`config.mk`:
```
export PLATFORM = sky130hd
export DESIGN_NAME = volume_ramp
export DESIGN_NICKNAME = d
export VERILOG_FILES = /design/src/rtl/volume_ramp.sv
export SDC_FILE = /design/constraint.sdc
export NUM_CORES = 1
export LEC_CHECK = 0
export CAP_MARGIN = 40
export CORE_ASPECT_RATIO = 1.4
export CORE_MARGIN = 2
export CORE_UTILIZATION = 53
export DETAILED_ROUTE_END_ITERATION = 12
export PLACE_DENSITY_LB_ADDON = 0.2
export SKIP_LAST_GASP = 1
export SLEW_MARGIN = 10
export SYNTH_ARGS = -nofsm -noshare
export SYNTH_HDL_FRONTEND = slang
export SYNTH_SLANG_ARGS = --single-unit
```
`constraint.sdc`:
```
create_clock -name clk -period 11.9 [get_ports clk]
set_input_delay 2.38 -clock clk [delete_from_list [all_inputs] [get_ports clk]]
set_output_delay 2.38 -clock clk [all_outputs]
set_load 0.01 [all_outputs]
```
`src/rtl/volume_ramp.sv`:
```
// rtl/volume_ramp.sv - slews the volume word toward a target on sample_tick boundaries
// Provides soft mute (fade to 0) and soft start (fade up from 0 after reset).
module volume_ramp #(
  parameter int VOLUME_BITS    = 8,
  parameter int STEP           = 1,
  parameter int TICKS_PER_STEP = 4
) (
  input  logic                   clk,
  input  logic                   rst,
  input  logic                   sample_tick,
  input  logic [VOLUME_BITS-1:0] target_volume,
  input  logic                   mute_req,
  output logic [VOLUME_BITS-1:0] volume,
  output logic                   ramp_active,
  output logic                   muted
);

  localparam int PW = (TICKS_PER_STEP > 1) ? $clog2(TICKS_PER_STEP) : 1;
  localparam logic [PW-1:0] PRE_LAST = PW'(TICKS_PER_STEP - 1);
  localparam logic [VOLUME_BITS:0] STEP_W = (VOLUME_BITS + 1)'(STEP);

  typedef enum logic [1:0] {STEADY, UP, DOWN, MUTED} state_t;

  state_t                 state;
  logic [VOLUME_BITS-1:0] eff_target;
  logic [VOLUME_BITS-1:0] volume_nxt;
  logic [PW-1:0]          prescaler;
  logic [PW-1:0]          prescaler_nxt;
  logic [VOLUME_BITS:0]   up_sum;
  logic [VOLUME_BITS:0]   down_diff;
  logic                   step_now;

  // State is derived every cycle from the registered volume, so a target or
  // mute change redirects the ramp without restarting the prescaler.
  always_comb begin
    eff_target    = mute_req ? '0 : target_volume;
    up_sum        = {1'b0, volume} + STEP_W;
    down_diff     = {1'b0, volume} - STEP_W;
    step_now      = sample_tick && (prescaler == PRE_LAST);
    volume_nxt    = volume;
    prescaler_nxt = prescaler;

    if (mute_req && (volume == '0))  state = MUTED;
    else if (volume == eff_target)   state = STEADY;
    else if (volume < eff_target)    state = UP;
    else                             state = DOWN;

    unique case (state)
      UP: begin
        if (sample_tick) prescaler_nxt = step_now ? '0 : PW'(prescaler + 1'b1);
        if (step_now)
          volume_nxt = (up_sum > {1'b0, eff_target}) ? eff_target : up_sum[VOLUME_BITS-1:0];
      end
      DOWN: begin
        if (sample_tick) prescaler_nxt = step_now ? '0 : PW'(prescaler + 1'b1);
        // A borrow in the top bit means the step went below zero: clamp to target.
        if (step_now)
          volume_nxt = (down_diff[VOLUME_BITS] || (down_diff < {1'b0, eff_target}))
                       ? eff_target : down_diff[VOLUME_BITS-1:0];
      end
      default: prescaler_nxt = '0;
    endcase
  end

  always_ff @(posedge clk or posedge rst) begin
    if (rst) begin
      volume      <= '0;
      prescaler   <= '0;
      ramp_active <= 1'b0;
      muted       <= 1'b1;
    end else begin
      volume      <= volume_nxt;
      prescaler   <= prescaler_nxt;
      ramp_active <= (volume_nxt != eff_target);
      muted       <= mute_req && (volume_nxt == '0);
    end
  end

endmodule

```
Word level (Yosys, flattened, before mapping)
Index checks and enable logic that the tools add are counted.

storage, ports and cells
  word-level logic and storage cells = 35
  register bits after elaboration = 12
  output and inout port bits = 10

cells by class
  mux-type cells = 12
  order comparisons = 3
  reductions and logical operators = 7
  eq/ne operators = 6
  $add $sub $neg = 3

operators with widths
  cell                                                                 number
  8-bit two-way mux                                                    5
  8-bit zero test                                                      2
  8-bit one-hot mux with 2 select lines                                1
  2-bit two-way mux                                                    6
  8-bit by 1-bit adder with 9-bit output (second input constant)       1
  9-bit by 8-bit greater-than comparator with 1-bit output             1
  9-bit by 8-bit < comparator with 1-bit output                        1
  8-bit by 1-bit subtractor with 9-bit output (second input constant)  1
  8-bit == test                                                        1
  8-bit < comparator                                                   1
  8-bit != test                                                        1
  2-bit == test (second input constant)                                2
  1-bit logical AND                                                    3
  2-bit by 1-bit adder with 2-bit output (second input constant)       1
  2-bit by 1-bit == test with 1-bit output (second input constant)     1
  2-bit by 1-bit != test with 1-bit output (second input constant)     1
  2-bit OR reduction                                                   1
  1-bit logical OR                                                     1

Logic depth before layout (Yosys ltp)
  depth in word-level cells = 9
  gate-level depth with buffers = 23

Least setup slack after synthesis
No wires, ideal clock.

  kind = input to register
  start point = input mute_req
  end point = register ramp_active
  arrival = 5,955 ps
  stages = 19
  path buffers = 2
  library setup time = 136 ps
  slack = 5,809 ps
  path through = clkbuf_1 -> nand2b_1 -> ha_1 -> nor2b_1 -> o21a_1 -> o21a_1 -> o21a_1 -> o21a_1 -> o21a_1 -> o21a_1 -> o31a_1 -> ha_1 -> clkbuf_1 -> o21ai_0 -> o221ai_1 -> a21oi_1 -> nand3_1 -> nor4b_2 -> nand4_1

on the way
  longest elaborated chain between the ends = 8

ends and longest elaborated chain
  item                                                                              RTL line  text
  from (decl)                                                                       12        input logic mute_req,
  8-bit two-way mux                                                                 36        eff_target = mute_req ? '0 : target_volume;
  8-bit < comparator                                                                45        else if (volume < eff_target) state = UP;
  2-bit two-way mux                                                                 45
  2-bit two-way mux                                                                 44        else if (volume == eff_target) state = STEADY;
  2-bit two-way mux                                                                 43        if (mute_req && (volume == '0)) state = MUTED;
  2-bit == test / 2-bit by 1-bit == test with 1-bit output (equally long branches)  48        unique case (state)
  8-bit one-hot mux with 2 select lines                                             48
  8-bit != test (*)                                                                 74        ramp_active <= (volume_nxt != eff_target);
  to (signal assigned)                                                              74
  to (decl)                                                                         14        output logic ramp_active,

Mark *: on every way between the ends. The rest lies on a longest branch, timed or not.
A chain may end at the register's enable or synchronous reset.

Worst setup path in the final report
  start point = input mute_req
  end point = register muted

on the way
  longest elaborated chain between the ends = 9

ends and longest elaborated chain
  item                                                                              RTL line  text
  8-bit two-way mux                                                                 36
  8-bit < comparator                                                                45
  2-bit two-way mux                                                                 45
  2-bit two-way mux                                                                 44
  2-bit two-way mux                                                                 43
  2-bit == test / 2-bit by 1-bit == test with 1-bit output (equally long branches)  48
  8-bit one-hot mux with 2 select lines (*)                                         48
  net volume_nxt[6]                                                                 26        logic [VOLUME_BITS-1:0] volume_nxt;
  8-bit zero test (*)                                                               75        muted <= mute_req && (volume_nxt == '0);
  1-bit logical AND (*)                                                             75
  to (signal assigned)                                                              75
  to (decl)                                                                         15        output logic muted

Mark *: on every way through the listed nets, which the timed path passes. The rest lies on a longest branch.

==> run metrics <==
status completed; PwrDens around 180 mW/mm²; commonest non-fill, non-tap cells in the layout nor2_1, nand2_1, ha_1; routed vias/inst just over 7; DR pass1 iterations 6; CTS tree built; Critical Path Start Type input port; FP Rows 28; Total Nets Final roughly 380; Post-Syn Nets 369; worst r2r src volume[0]$_DFF_PP0_; largest net degree at the start of global routing 21; Hold Path Cell Cnt 2; Worst IR Drop VDD 0.0001052 V; Max H-tree Level 1; post-route ant nets 0; post-DR wirelength/cell between 20 and 25 µm; Die ar. between 0.005 and 0.006 mm²; hold buffers post-CTS 0; initial drt markers about 300; Critical Path Fanout Max 13; Die X approximately 61 µm; CP Launch Point mute_req; area of the multi-input gates 0.001927 mm²; Layout Skew between 0.003 and 0.004 ns; fill count ~390; Synth Area per Inst 7.255 µm²; Final Setup Violations 0; Worst Setup End Kind flop; GRT Overall Usage a little over a third; Worst path slowest cell clkdlybuf4s50_1; Slew Viols, Final 0; Area Growth Syn to Fin 11.09%; Die H between 80 and 90 µm; layout cells sized above 1 approximately 5%; maximum clock path buffer count 2; vias in the first global route 2659; WP depth 20; yosys warns 0; Fmax between 100 and 150 MHz; total design power 0.0004635 W; Clock Pin Slew Worst Setup and Hold Paths about 0.050 ns; Buf/Inv on CP 2; Cell Area, Synth 0.002380 mm²; critical setup path kind input port to flop; initial core utilization a little under three fifths; minimum clock period roughly 7.1 ns; worst-skew pair later-pin latency ~0.24 ns; Post-synth top flop dfrtp_1; Worst path max stage delay between 0.7 and 0.8 ns; Worst Slack Setup Final approximately 4.8 ns; FF+latch count, synth 12; Tcrit/Tclk final roughly three fifths; R2R cell count 14; Port Buffer Count 21; max-slew headroom at the worst pin between 40% and 50%; DP HPWL about 6.5 mm; total CTS buffers 3; EDFF count, synth 0; DR DRC count 0; post_cts resized 0; max-cap viol count 0; post-CTS setup buffers 0; initial antenna violation count 0; GPL Wtd Cong between 1 and 1.5; Lkg Pwr approximately 1.0 nW; fraction of registers with async set/reset between 90% and 100%; I/O pin total 22; Worst Path Arrival a little over 7 ns; gr ovfl total 0; Core Area between 0.004 and 0.005 mm²; clock net sink count 12; Critical Path, Cell by Cell clkdlybuf4s50_1 -> nand2b_1 -> ha_1 -> nor2b_1 -> o21a_1 -> o21a_1 -> o21a_1 -> o21a_1 -> o21a_1 -> o21a_1 -> o31a_1 -> ha_1 -> inv_1 -> nand2_1 -> nor2_1 -> o21ai_0 -> o221ai_1 -> nor4b_1 -> nand4_1 -> nor4b_2; Seq/Total Area, Yosys around 13%; CP most frequent cell o21a_1; Diodes inserted 0; CP top delay family compound AO/OA/AOI/OAI gates; min-delay src prescaler[1]$_DFFE_PP0P_; Worst Hold Class flop to flop; Post-Place Worst Slack between 4 and 5 ns; global-route wire length before repair between 10 and 15 mm; setup TNS 0 ns; unrepaired setup endpoints after global routing false; clock root buffer clkbuf_8; Post-Syn Instances 328; slew at the pin with the worst max-slew slack 0.7832 ns; final hold violations 0; register area between 300 and 400 µm²; WP data required between 10 and 15 ns; Unique masters post-synth just over 60; Total Wirelength 8.826 mm; via count 2821
-- cell families after synthesis --
| group | Yosys count | share of synthesized area [%] |
|---|---|---|
| AND/OR/NAND/NOR | 134 | 30.65 |
| buffers and inverters | 35 | 6.362 |
| multiplexers | 3 | 1.262 |
| adder cells (fa/ha/maj) | 29 | 15.25 |
| XOR/XNOR | 14 | 5.153 |
| AO/OA/AOI/OAI | 101 | 28.66 |
| flip-flops | 12 | 12.67 |
-- through the flow --
| stage | cell area, µm² | hold slack (ns) | utilization (%) | instances |
|---|---|---|---|---|
| after global routing | 2644 | 0.6016 | 61.86 | 397 |
| after CTS | 2644 | 0.5626 | 61.86 | 397 |
| after floorplan | 2380 | 0.4903 | - | 328 |
| final | 2644 | 0.5562 | 61.86 | 397 |
| after detailed placement | 2589 | 0.5355 | 60.57 | 393 |
| after global placement | 2589 | 0.5356 | 60.57 | 393 |
-- registers in the layout (all words and copies together), names as in the netlist --
name	flops
volume	8
prescaler	2
muted	1
ramp_active	1
-- cell usage after synthesis (all sizes together), types with 7 or more instances --
library cell | instances | area [µm²]
o21ai | 24 | 123.9
xnor2 | 9 | 78.83
inv | 18 | 67.56
nand2 | 29 | 108.9
nor2 | 29 | 108.9
nand3 | 16 | 85.08
o21a | 7 | 52.55
ha | 29 | 362.9
o221ai | 8 | 70.07
dfrtp | 11 | 275.3
clkbuf | 14 | 56.31
a21oi | 24 | 123.9
nor3 | 9 | 45.04
nand4 | 12 | 75.07
nor2b | 8 | 50.05
-- path summary, 6_finish.rpt --
path | end | slack [ns]
setup / recovery | muted$_DFF_PP1_ | 4.77
hold / removal | prescaler[1]$_DFFE_PP0P_ | 0.56
setup reg to reg | muted$_DFF_PP1_ | 7.16
hold reg to reg | prescaler[1]$_DFFE_PP0P_ | 0.56
max in group asynchronous | muted$_DFF_PP1_ | 9.13
min in group asynchronous | prescaler[1]$_DFFE_PP0P_ | 2.44
-- final cells by class --
class                   count  area share (%)
repair buffers             22           8.235
inverters                  18           2.556
flip-flops and latches     12           11.41
well taps                  60           2.840
clock buffers               4           2.082
multi-input cells         281           72.88
-- worst min-delay path, delay by kind of cell (launching register included) --
family           cells  cell delay, ns
and+or+nand+nor      1            0.09
DFF                  1            0.35
muxes                1            0.08
-- where the power goes --
group          leakage (nW)  total (W)  internal, W  switching (W)
Combinational         0.858   0.000352     0.000123       0.000230
Sequential            0.157  0.0000675    0.0000498      0.0000177
Clock                0.0288  0.0000438    0.0000292      0.0000146
-- layer usage --
layer  global-route usage [%]  wire length, µm  vias to the layer above
met2                    55.13             4231                      207
met4                    19.17              486                        0
li1                         -                -                     1256
met3                    3.427              809                       47
met5                        0                0                        -
met1                    46.62             3298                     1311
Power figures use the tool's default switching activity.
